$ cat config.mk
export PLATFORM = sky130hd
export DESIGN_NAME = spi_sub
export DESIGN_NICKNAME = d
export VERILOG_FILES = /design/src/rtl/spi_sub.sv
export SDC_FILE = /design/constraint.sdc
export NUM_CORES = 1
export LEC_CHECK = 0
export ABC_AREA = 1
export CAP_MARGIN = 20
export CELL_PAD_IN_SITES_DETAIL_PLACEMENT = 1
export CELL_PAD_IN_SITES_GLOBAL_PLACEMENT = 1
export CORE_MARGIN = 10
export CORE_UTILIZATION = 35
export CTS_CLUSTER_SIZE = 8
export DETAILED_ROUTE_END_ITERATION = 10
export PLACE_DENSITY_LB_ADDON = 0.1
export SETUP_SLACK_MARGIN = 0.05
export SKIP_CTS_REPAIR_TIMING = 1
export SLEW_MARGIN = 10
export SYNTH_ARGS = -nofsm -noshare
export SYNTH_HDL_FRONTEND = slang
export SYNTH_SLANG_ARGS = --single-unit
$ cat constraint.sdc
create_clock -name clk -period 2.4 [get_ports clk]
set_input_delay 0.48 -clock clk [delete_from_list [all_inputs] [get_ports clk]]
set_output_delay 0.48 -clock clk [all_outputs]
set_load 0.005 [all_outputs]
$ cat src/rtl/spi_sub.sv
// SPI subordinate for 128-bit AES block transfers: oversamples sclk/cs_n/mosi in
// the clk domain, assembles one word per frame MSB-first and shifts a response on miso.
module spi_sub #(
  parameter int WIDTH       = 128,
  parameter int SYNC_STAGES = 2
) (
  input  logic             clk,
  input  logic             rst_n,
  input  logic             sclk,
  input  logic             cs_n,
  input  logic             mosi,
  output logic             miso,
  output logic             miso_oe,
  input  logic [WIDTH-1:0] tx_data,
  output logic [WIDTH-1:0] rx_data,
  output logic             rx_valid,
  output logic             frame_err,
  output logic             busy
);

  localparam int                CNT_W = $clog2(WIDTH) + 1;
  localparam logic [CNT_W-1:0] FULL  = CNT_W'(WIDTH);

  typedef enum logic {
    IDLE,
    ACTIVE
  } state_t;

  // ---------------------------------------------------------------------------
  // Input synchronizers and edge detection
  // ---------------------------------------------------------------------------
  logic [SYNC_STAGES-1:0] sclk_sync;
  logic [SYNC_STAGES-1:0] cs_sync;
  logic [SYNC_STAGES-1:0] mosi_sync;
  logic                   sclk_hist;
  logic                   cs_hist;

  // NOTE: non-blocking assignments in every clocked block, so each flop samples
  // the value its neighbour held before the edge and the shift order is preserved.
  always_ff @(posedge clk or negedge rst_n) begin
    if (!rst_n) begin
      sclk_sync <= '0;
      // NOTE: cs_n is deliberately reset to "low" so that a frame already in
      // progress at reset release produces no falling edge and is not joined.
      cs_sync   <= '0;
      mosi_sync <= '0;
      sclk_hist <= 1'b0;
      cs_hist   <= 1'b0;
    end else begin
      sclk_sync <= {sclk_sync[SYNC_STAGES-2:0], sclk};
      cs_sync   <= {cs_sync[SYNC_STAGES-2:0], cs_n};
      mosi_sync <= {mosi_sync[SYNC_STAGES-2:0], mosi};
      sclk_hist <= sclk_sync[SYNC_STAGES-1];
      cs_hist   <= cs_sync[SYNC_STAGES-1];
    end
  end

  logic sclk_s, cs_s, mosi_s;
  logic sclk_rise, sclk_fall, cs_rise, cs_fall;

  assign sclk_s    = sclk_sync[SYNC_STAGES-1];
  assign cs_s      = cs_sync[SYNC_STAGES-1];
  assign mosi_s    = mosi_sync[SYNC_STAGES-1];
  assign sclk_rise = sclk_s & ~sclk_hist;
  assign sclk_fall = ~sclk_s & sclk_hist;
  assign cs_rise   = cs_s & ~cs_hist;
  assign cs_fall   = ~cs_s & cs_hist;

  // ---------------------------------------------------------------------------
  // Frame FSM and datapath
  // ---------------------------------------------------------------------------
  state_t           state, state_n;
  logic [WIDTH-1:0] tx_shift, tx_shift_n;
  logic [WIDTH-1:0] rx_shift, rx_shift_n;
  logic [CNT_W-1:0] bit_cnt, bit_cnt_n;
  logic [WIDTH-1:0] rx_data_n;
  logic             miso_n, rx_valid_n, frame_err_n;

  always_ff @(posedge clk or negedge rst_n) begin
    if (!rst_n) begin
      state     <= IDLE;
      tx_shift  <= '0;
      rx_shift  <= '0;
      bit_cnt   <= '0;
      miso      <= 1'b0;
      rx_data   <= '0;
      rx_valid  <= 1'b0;
      frame_err <= 1'b0;
    end else begin
      state     <= state_n;
      tx_shift  <= tx_shift_n;
      rx_shift  <= rx_shift_n;
      bit_cnt   <= bit_cnt_n;
      miso      <= miso_n;
      rx_data   <= rx_data_n;
      rx_valid  <= rx_valid_n;
      frame_err <= frame_err_n;
    end
  end

  always_comb begin
    // NOTE: every signal gets a default before the case so no path leaves one
    // unassigned, which would otherwise infer a latch.
    state_n     = state;
    tx_shift_n  = tx_shift;
    rx_shift_n  = rx_shift;
    bit_cnt_n   = bit_cnt;
    miso_n      = miso;
    rx_data_n   = rx_data;
    rx_valid_n  = 1'b0;
    frame_err_n = 1'b0;

    unique case (state)
      IDLE: begin
        miso_n = 1'b0;
        if (cs_fall) begin
          tx_shift_n = tx_data;
          rx_shift_n = '0;
          bit_cnt_n  = '0;
          miso_n     = tx_data[WIDTH-1];
          state_n    = ACTIVE;
        end
      end

      ACTIVE: begin
        // tx_shift advances once per sampled bit, so its MSB is always the bit
        // selected by bit_cnt in the original word.
        if (sclk_rise) begin
          miso_n = (bit_cnt < FULL) ? tx_shift[WIDTH-1] : 1'b0;
        end
        if (sclk_fall && (bit_cnt < FULL)) begin
          rx_shift_n = {rx_shift[WIDTH-2:0], mosi_s};
          tx_shift_n = {tx_shift[WIDTH-2:0], 1'b0};
          bit_cnt_n  = bit_cnt + CNT_W'(1);
        end
        // End-of-frame looks at the post-edge values so a same-cycle sclk edge counts.
        if (cs_rise) begin
          if (bit_cnt_n == FULL) begin
            rx_data_n  = rx_shift_n;
            rx_valid_n = 1'b1;
          end else begin
            frame_err_n = 1'b1;
          end
          miso_n  = 1'b0;
          state_n = IDLE;
        end
      end

      default: state_n = IDLE;
    endcase
  end

  assign busy    = (state == ACTIVE);
  assign miso_oe = (state == ACTIVE);

endmodule

==> reports/metrics.cfg <==
[critical_path]
worstPathArrival_ps=2700
critPathLaunchType=flip-flop
cp.required_ps=2920
slowest_stage=buf_12
worstPathMaxFanout=98
max_stage_delay_ps=420
worstPathCellList=nor2_2 -> nand2_8 -> xor2_1 -> nand2_1 -> nor2_4 -> buf_12 -> nand4_1 -> nand2_1
timing.rr.start=sclk_sync[1]
crit_start=sclk_sync[1]
end_kind=flip-flop
worstSetupPathType=flip-flop to flip-flop
worst_path_most_repeated_cell=nand2_1

[floorplan]
core_area_sq_um=51600
num_rows=83
die_area_sq_um=62000
die_h_um=249
dieWidth_um=249
top_level_ports=266
start_util_pct=35.5

[synth]
ys_seq_elements=404
synth_top_area_share_pct=55.1
yosysSeqAreaShare_pct=55.1
ys_async_sr_fraction_pct=100
synth_area_leaders=dfrtp_1 55%, nand2_1 14%, o21ai_0 10%
synth_ff_type=dfrtp_1
synthesis.nets=2331
yosysWarnings=0
synth_cell_types=24
syn_inst=2197
synth_edf_count=0
syn_area_sq_um=18300
syn_avg_cell_area_sq_um=8.35
netlist.top_cell.by_area=dfrtp_1

[sta]
tns_ps=0
skew_ps=21.5
rsz0062_at_grt=no
slew_headroom_pct=47.0
post-route-period-util_pct=91.0
timing.final.crit_period_ps=2180
worstMarginPinSlew_ps=796
max_clock_freq_mhz=458
finalHoldViolCount=0
slew_viol_final=0
setup_ws_ps=216
setup_viol=0

[placed_design]
port_buffers=265
dp_worst_setup_slack_ps=151
gp_congestion=0.743
dp_hpwl_um=34500

[grt]
grt-ovfl-total=0
antenna_found_initial=1
grtUsageTotal_pct=16.8
grt_pass1_wl_um=87900
first_global_vias=16600
grt_start_max_net_pins=186

[layout]
fill_cells=5983
area_growth_pct=26.9
final_util_pct=45.1
drive_gt1_share_pct=5.28
num-nets-final=2538

[clock_tree]
cts_root_buffer=clkbuf_16
htreeDepth=2
clockBufferDepth=3
clock_latency_ps=590
clk_pin_slew_ps=50
cts_buffers=56
cts_tree=yes
clkSinkCount=404

[pwr]
ir_worst_vdd_v=0.000504
power_leakage_nw=10.4
power_density_nw_per_um2=746

[drt]
drt_iter0_markers=808
vias=15400
wl_per_cell_um=17.1
firstDrtPassIters=5
via_per_inst=5.00
final_antenna_net_count=0
finalWirelength_um=52700
drc=0

[hold_path]
hold_class=flip-flop to flip-flop
min-delay-start=mosi_sync[0]

[status]
outcome=finished clean

[job]
maxCapViolCount=0

cell families (layout without fill, tap and decap cells):
logic type      count (synthesis)  after routing  synth area share (%)
buf+inv                       444            653                  9.85
simple gates                  824            824                  18.8
compound gates                522            522                  16.0
other cells                     0              2                     0
fa+ha+maj                       1              1                0.0682
xor+xnor                        2              2                0.0955
flops                         404            404                  55.1
where the power goes:
| part | internal [mW] | switching, mW | total [mW] |
|---|---|---|---|
| Combinational | 0.902 | 1.81 | 2.71 |
| Clock | 4.12 | 2.81 | 6.93 |
| Sequential | 7.51 | 0.203 | 7.71 |
layer usage:
metal	wire length [um]	global-route usage (%)
met2	25200	28.3
met3	2570	3.80
met4	1010	4.76
met1	23900	21.3
met5	0	0
final timing paths:
kind | endpoint | depth (start not counted) | slack, ps
worst max-delay path | rx_data[105] | 8 | 220
worst min-delay path | mosi_sync[1] | 0 | 330
worst max register to register | rx_data[105] | 8 | 220
worst min register to register | mosi_sync[1] | 0 | 330
max in group asynchronous | rx_shift[71] | 4 | 1220
min in group asynchronous | rx_data[13] | 2 | 430
cell usage after synthesis (3+ instances only):
cell type / count
nand4_1: 130
buf_2: 43
buf_6: 10
nand3_1: 9
buf_4: 3
o211ai_1: 126
o21ai_0: 383
nor2_1: 10
clkbuf_1: 97
nor2_2: 4
buf_1: 18
nand2_1: 669
o22ai_1: 7
inv_2: 3
inv_1: 270
dfrtp_1: 404
registers in the layout, summed over array words and instances (netlist names), 2 cells and up:
signal,count
bit_cnt,8
rx_data,128
tx_shift,128
rx_shift,128
mosi_sync,2
cs_sync,2
sclk_sync,2
area by class of cell:
type | count | area [sq um] | area share, %
tap | 680 | 851 | 3.66
clock inverter | 1 | 5.00 | 0.0215
antenna | 2 | 5.00 | 0.0215
sequential | 404 | 10100 | 43.5
timing repair buffer | 320 | 3360 | 14.5
clock buffer | 59 | 1430 | 6.16
multi-input combinational | 1349 | 6470 | 27.8
inverter | 273 | 1030 | 4.41
placed cells by master, fill, tap and decap left out, types with 2 or more instances in the layout:
cell             Yosys  final
buf_4                3     30
nand2_1            669    669
inv_1              270    269
nor2_2               4      2
diode_2              0      2
o21ai_0            383    383
nand3_1              9      8
o21ai_1              2      2
o211ai_1           126    126
buf_12               0     23
clkbuf_16            0     57
nor2_1              10      9
clkdlybuf4s50_1      0    264
inv_2                3      3
dfrtp_1            404    403
a31oi_1              2      2
o22ai_1              7      7
nor2_4               1      4
nand4_1            130    130
clkbuf_1            97      2
metrics by stage:
step | total power, mW | cells | hold WS [ps] | area (sq um)
after CTS | 17.7 | 3083 | -171 | 23200
after detailed placement | 10.6 | 3023 | 336 | 21800
final | 17.4 | 3088 | 333 | 23300
after global routing | 18.4 | 3086 | 324 | 23300
after global placement | 10.5 | 3023 | 332 | 21800
after floorplan | 9.49 | 2197 | 184 | 18300
critical path: cells and delay by family (launching register included):
family	cells	cell delay, ps
xor+xnor	1	200
buf+inv	1	420
flops	1	400
simple gates	6	1030
(Power assumes the default switching activity.)
==> edit (same settings) <==
`WIDTH`: 128 -> 64.
--- a/src/rtl/spi_sub.sv
+++ b/src/rtl/spi_sub.sv
@@ -3,3 +3,3 @@
 module spi_sub #(
-  parameter int WIDTH       = 128,
+  parameter int WIDTH       = 64,
   parameter int SYNC_STAGES = 2
Interface: changed (resized rx_data and tx_data); port bits go from 266 to 138. The function was not compared with the original's and may differ.
==> edit against the original RTL <==
- clock skew down 0.011 ns
- sequential cell count decreased by 193
- synthesized cell count decreased by 48%
- total power shrank 47%
- via count fell by 48%
- synthesized area fell by 48%
- die area shrank 44%
- design area shrank 48%
- wire length down 53%
- critical path depth grew 3
- worst setup slack gained 0.11 ns
- worst hold slack better by 0.0056 ns
- critical path type unchanged
- largest cell class unchanged
- highest routed layer is now met5
==> edit: results <==
[yosys]
synth_area_per_cell_um2 = 8.37
synthTopCellsByCount = "351 x nand2_1, 211 x dfrtp_1, 190 x o21ai_0"
synth_compound_area_frac = 0.156
ys_top_cells_by_area = "dfrtp_1 55%, nand2_1 14%, o21ai_0 9.9%"
ys_seq_area_frac = 0.551
synth_nets = 1215
syn_area_um2 = 9580

[setup_path]
ff2ff_path_depth = 11
r2r_slack_ns = 0.32
timing.critical_path.arrival_ns = 2.49
r2r_end = "rx_data[38]$_DFFE_PN0P_"
critPathMaxStageDelay_ns = 0.38

[power]
swShare = 0.271
power.leakage_nw = 5.46
p_per_area_nw_per_um2 = 754
p_clk_w = 0.00371

[global_routing]
grt_pass1_vias = 8461
use_met1 = 0.194
grt_start_max_net_pins = 135
grt_pass1_wl_um = 42100
met3_usage = 0.0374

[hold_path]
whs_endpoint = "sclk_sync[1]$_DFF_PN0_"
hold_start = "sclk_sync[0]$_DFF_PN0_"

[layout]
num-multi-input-gates = 703
inv_count = 145
fin_nets = 1322
drive_above_1_share = 0.0534
bufAreaShareNonClock = 0.139
diodes = 0
clk_share = 0.0654
reg_top3 = "rx_data (64), rx_shift (64), tx_shift (64)"
clock_buffers = 34

[detailed_routing]
m1WireLength_um = 12000
drt-pass1-iter-count = 4
vias = 7998
viasPerCell = 5.01
routedWlPerCell_um = 15.6
wl_met3_um = 1630

[clock_tree]
clk_latency_ns = 0.54

[place]
dpl_worst_slack_ns = 0.299
dp_hpwl_um = 16000

[status]
status = "complete, no violations"
edit: cells by family (layout without fill, tap and decap cells):
| family | after synthesis | after routing |
|---|---|---|
| compound gates | 264 | 264 |
| fa+ha+maj | 1 | 1 |
| buf+inv | 231 | 341 |
| flops | 211 | 211 |
| simple gates | 438 | 438 |
edit: worst max-delay path by stage:
stage                      startpoint                       to  slack, ns
2_1_floorplan  bit_cnt[0]$_DFFE_PN0P_  rx_data[10]$_DFFE_PN0P_       0.76
3_3_place_gp   sclk_sync[1]$_DFF_PN0_  rx_data[17]$_DFFE_PN0P_       0.35
3_5_place_dp   sclk_sync[1]$_DFF_PN0_  rx_data[27]$_DFFE_PN0P_       0.30
4_1_cts        sclk_sync[1]$_DFF_PN0_  rx_data[27]$_DFFE_PN0P_       0.28
5_1_grt        sclk_sync[1]$_DFF_PN0_  rx_data[29]$_DFFE_PN0P_       0.08
6_report       sclk_sync[1]$_DFF_PN0_  rx_data[38]$_DFFE_PN0P_       0.32
